`config.mk`:
```
export PLATFORM = sky130hd
export DESIGN_NAME = mux_rr_2x1
export DESIGN_NICKNAME = d
export VERILOG_FILES = /design/src/rtl/mux_rr_2x1.sv
export SDC_FILE = /design/constraint.sdc
export NUM_CORES = 1
export LEC_CHECK = 0
export BUFFER_PORTS_ARGS = -buffer_cell sky130_fd_sc_hd__clkbuf_2
export CAP_MARGIN = 20
export CORE_MARGIN = 1
export CORE_UTILIZATION = 59
export CTS_BUF_LIST = sky130_fd_sc_hd__clkbuf_8
export DETAILED_ROUTE_END_ITERATION = 12
export GPL_TIMING_DRIVEN = 0
export PLACE_DENSITY = 0.86
export RECOVER_POWER = 100
export SKIP_CTS_REPAIR_TIMING = 1
export SLEW_MARGIN = 20
export SYNTH_ARGS = -nofsm -noshare
export SYNTH_HDL_FRONTEND = slang
export SYNTH_SLANG_ARGS = --single-unit
```
`constraint.sdc`:
```
create_clock -name clk -period 6.85 [get_ports clk]
set_clock_uncertainty 0.05 [all_clocks]
set_input_delay 1.37 -clock clk [delete_from_list [all_inputs] [get_ports clk]]
set_output_delay 1.37 -clock clk [all_outputs]
set_load 0.02 [all_outputs]
```
`src/rtl/mux_rr_2x1.sv`:
```
// mux_rr_2x1: merges two 8-bit lanes through per-lane FIFOs into one registered
//   output stream, using round-robin arbitration between the two lanes.
// Latency: 2 edges from a push into an empty, idle block to valid_out=1. There
//   is no bypass path. Throughput is one word per cycle.
// Backpressure: data_out/valid_out hold while valid_out=1 and ready_out=0.
//   A lane drops its input while its FIFO is full.
// Optional feature: define MUX_RR_OVF_FLAG_EN to make err_ovf a sticky flag
//   that records dropped words. Without it, err_ovf is tied to 0.
//
// Ports:
//   clk, reset         rising-edge clock; asynchronous active-high reset
//   in0/in1            lane data words
//   valid0/valid1      lane data qualifiers
//   full0/full1        lane FIFO holds DEPTH words (combinational)
//   ready_out          downstream accepts data_out this cycle
//   data_out           merged data word (registered)
//   valid_out          data_out qualifier (registered)
//   err_ovf            sticky overflow flag
module mux_rr_2x1 #(
  parameter int DEPTH = 4
) (
  input  logic       clk,
  input  logic       reset,
  input  logic [7:0] in0,
  input  logic [7:0] in1,
  input  logic       valid0,
  input  logic       valid1,
  output logic       full0,
  output logic       full1,
  input  logic       ready_out,
  output logic [7:0] data_out,
  output logic       valid_out,
  output logic       err_ovf
);

  localparam int AW = $clog2(DEPTH);
  localparam int CW = AW + 1;

  logic [7:0]    mem0 [DEPTH];
  logic [7:0]    mem1 [DEPTH];
  logic [AW-1:0] wp0, rp0, wp1, rp1;
  logic [CW-1:0] cnt0, cnt1;
  logic          last_grant;   // 1 = lane 1 was granted last

  logic empty0, empty1;
  logic push0, push1;
  logic load, pop_any, pop0, pop1, sel;
  logic [7:0] pop_word;

  assign full0  = (cnt0 == CW'(DEPTH));
  assign full1  = (cnt1 == CW'(DEPTH));
  assign empty0 = (cnt0 == '0);
  assign empty1 = (cnt1 == '0);

  // Pushes are gated by the pre-edge full flag.
  // A pop on the same edge does not make room for the incoming word.
  assign push0 = valid0 & ~full0;
  assign push1 = valid1 & ~full1;

  assign load = ~valid_out | ready_out;

  // Round-robin select. On a tie, grant the lane that was not granted last.
  always_comb begin
    sel = 1'b0;
    if (!empty0 && !empty1) sel = ~last_grant;
    else if (!empty0)       sel = 1'b0;
    else                    sel = 1'b1;
  end

  assign pop_any  = load & (~empty0 | ~empty1);
  assign pop0     = pop_any & ~sel;
  assign pop1     = pop_any & sel;
  assign pop_word = sel ? mem1[rp1] : mem0[rp0];

  // The storage array needs no reset, because the pointers define
  // which entries are live.
  always_ff @(posedge clk) begin
    if (push0) mem0[wp0] <= in0;
    if (push1) mem1[wp1] <= in1;
  end

  always_ff @(posedge clk or posedge reset) begin
    if (reset) begin
      wp0 <= '0;
      rp0 <= '0;
      cnt0 <= '0;
      wp1 <= '0;
      rp1 <= '0;
      cnt1 <= '0;
    end else begin
      if (push0) wp0 <= wp0 + AW'(1);
      if (pop0)  rp0 <= rp0 + AW'(1);
      cnt0 <= cnt0 + CW'(push0) - CW'(pop0);
      if (push1) wp1 <= wp1 + AW'(1);
      if (pop1)  rp1 <= rp1 + AW'(1);
      cnt1 <= cnt1 + CW'(push1) - CW'(pop1);
    end
  end

  // Output register. Reset leaves last_grant=1, so lane 0 wins the first tie.
  always_ff @(posedge clk or posedge reset) begin
    if (reset) begin
      data_out   <= 8'h00;
      valid_out  <= 1'b0;
      last_grant <= 1'b1;
    end else if (load) begin
      if (pop_any) begin
        data_out   <= pop_word;
        valid_out  <= 1'b1;
        last_grant <= sel;
      end else begin
        valid_out  <= 1'b0;
      end
    end
  end

`ifdef MUX_RR_OVF_FLAG_EN
  always_ff @(posedge clk or posedge reset) begin
    if (reset) begin
      err_ovf <= 1'b0;
    end else if ((valid0 & full0) | (valid1 & full1)) begin
      err_ovf <= 1'b1;
    end
  end
`else
  assign err_ovf = 1'b0;
`endif

endmodule

```
==> results.json <==
{
  "gp_congestion": 0.716,
  "drv_cap": 0,
  "clock_latency_ps": 340,
  "routedWlPerCell_microns": 18.8,
  "drt-total-wl_mm": 5.91,
  "synthArstFlopShare_pct": 27.3,
  "seq_area_frac_synth_pct": 70.0,
  "clock_sinks": 88,
  "crit_fanout": 10,
  "area.growth.synth_to_final_pct": 12.7,
  "yosysTopAreaCellShare_pct": 53.3,
  "syn_nets": 228,
  "max-vdd-ir-drop_mv": 0.272,
  "rows": 28,
  "cp-end-kind": "flip-flop",
  "portBuffers": 31,
  "p_leak_nw": 1.49,
  "synth_area_leaders": "edfxtp_1 53%, dfrtp_1 16%, mux4_2 10%",
  "netlist_area_sq_um": 3600,
  "core_sq_um": 5920,
  "cp-start-kind": "input pin",
  "max_freq_mhz": 308,
  "setup_tns_ps": 0,
  "clock_path_buffers": 2,
  "top_layer_used": "met4",
  "place_area_sq_um": 3850,
  "synthCells": 193,
  "io_pins": 33,
  "hp-class": "reg2reg",
  "die_x_microns": 80.2,
  "viasPerCell": 5.81,
  "wl_met2_mm": 2.92,
  "wl_met3_microns": 269,
  "cts.reportedPaths.clkPinSlew_ps": 90,
  "grt_max_degree": 25,
  "drt_iter0_drc": 135,
  "wl_met1_mm": 2.66,
  "htree_levels": 3,
  "grt.overflow.total": 0,
  "yosys.area.top_type": "edfxtp_1",
  "antenna_cells": 0,
  "dieArea_sq_um": 6430,
  "hold-worst-slack_ps": 474,
  "synth_flop_cell": "edfxtp_1",
  "synth.most_common_cell": "edfxtp_1",
  "powerDensity_nw_per_um2": 446,
  "antenna_found_initial": 0,
  "antenna_left": 0,
  "crit_required_ps": 7030,
  "dieHeight_microns": 80.2,
  "netlist_top_cells_count": "64 x edfxtp_1, 23 x dfrtp_1, 16 x mux4_2, 13 x inv_1, 12 x ha_1",
  "final_nets": 270,
  "start_util_pct": 60.9,
  "ys_types": 34,
  "grt_pass1_wl_mm": 9.49,
  "drv_slew": 0,
  "synth_edf_count": 64,
  "ys_ff_latch": 88,
  "grt_usage_pct": 21.0,
  "synth.avg_cell_area_sq_um": 18.7,
  "status": "finished clean",
  "hold_start": "data_out[4]",
  "crit_type": "in2reg",
  "cts_made_buffers": 9,
  "r2r_start": "cnt1[2]",
  "tritoncts": "done",
  "grt_setup_unrepaired": "false",
  "first_pass_iters": 4,
  "slew_headroom_pct": 25.2,
  "fin_total_pwr_w": 0.00181,
  "clock-root-buffer": "clkbuf_8",
  "drc_errors": 0,
  "fin_crit_sh_pct": 47.4,
  "stdcell_area_sq_um": 4060,
  "via_count": 1830,
  "startpoint": "ready_out",
  "grt_pass1_vias": 1834,
  "fin_crit_ps": 3250,
  "drive_gt1_share_pct": 18.3,
  "dp_hpwl_mm": 4.12,
  "setup_viol": 0,
  "ys_warn_count": 0,
  "cp.arrival_ps": 3420,
  "worstMarginPinSlew_ps": 1110,
  "finalHoldViolations": 0
}
-- through the flow --
step	util, %	worst slack (ps)	std cells
floorplan	-	3650	193
global placement	65.1	3420	299
detailed placement	65.1	3340	299
CTS	69.3	3670	315
global route	68.6	3460	315
finish	68.6	3600	315
-- worst paths after layout --
kind	endpoint	slack (ps)	cells after the start
worst max register to register	cnt1[2]	4110	9
worst min register to register	data_out[4]	470	1
worst max-delay path	cnt0[2]	3600	11
max in group asynchronous	rp1[0]	5060	2
min in group asynchronous	wp0[1]	1130	2
worst min-delay path	data_out[4]	470	1
-- cell type report --
type,instances,area [sq um]
Clock buffer,9,124
Clock inverter,7,125
Timing Repair Buffer,31,121
Multi-Input combinational cell,84,985
Tap cell,75,93.8
Inverter,13,48.8
Sequential cell,88,2520
Fill cell,389,1860
Buffer,8,42.5
-- placed cells by master (no fill, tap or decap), types with 2 or more instances in the layout --
cell type  synthesis  routed
ha_1              12      12
clkbuf_8           0       9
fa_1               2       2
mux4_2            16      16
and4_1             8       8
a221o_1            8       8
edfxtp_1          64      64
and2_0             0       8
mux2_2             2       2
xor2_1             3       3
clkbuf_1           3      31
inv_1             13      13
clkbuf_2           0       4
inv_6              0       3
bufinv_16          0       3
xnor2_1            7       7
nor3b_1            2       2
dfrtp_1           23      23
nor2b_1            2       2
-- sequential cells by signal (all words and copies together) (netlist names) --
| signal | count |
|---|---|
| mem0 | 32 |
| mem1 | 32 |
| data_out | 8 |
| cnt0 | 3 |
| cnt1 | 3 |
| rp0 | 2 |
| rp1 | 2 |
| wp0 | 2 |
| wp1 | 2 |
| last_grant | 1 |
| valid_out | 1 |
-- worst max-delay path, cell delays in order --
cell	delay [ps]
clkbuf_2	70
nand2b_1	190
o211a_1	170
clkbuf_1	420
ha_1	330
inv_1	60
ha_1	130
inv_1	40
fa_1	370
xnor2_1	140
xnor2_1	130
-- logic make-up (layout without fill, tap and decap cells) --
group / after synthesis / count (layout) / share of synthesized area, %
compound gates: 13 / 13 / 3.54
other cells: 1 / 1 / 0.104
mux: 18 / 18 / 10.6
xor+xnor: 10 / 10 / 2.43
fa+ha+maj: 14 / 14 / 5.28
simple gates: 28 / 28 / 5.45
flops: 88 / 88 / 70.0
buf+inv: 21 / 68 / 2.57
-- per-layer routing --
| layer | track usage (%) | vias to the layer above |
|---|---|---|
| met5 | 0 | - |
| met4 | 5.89 | 0 |
| met3 | 5.45 | 6 |
| met2 | 33.2 | 47 |
| met1 | 29.1 | 944 |
| li1 | - | 833 |
-- power breakdown --
part / total (W) / internal [W] / switching (W) / leakage [nW]
sequential: 0.000810 / 0.000735 / 0.0000755 / 0.867
combinational: 0.000570 / 0.000259 / 0.000311 / 0.499
clock: 0.000433 / 0.000247 / 0.000186 / 0.125
(Power assumes the default switching activity.)
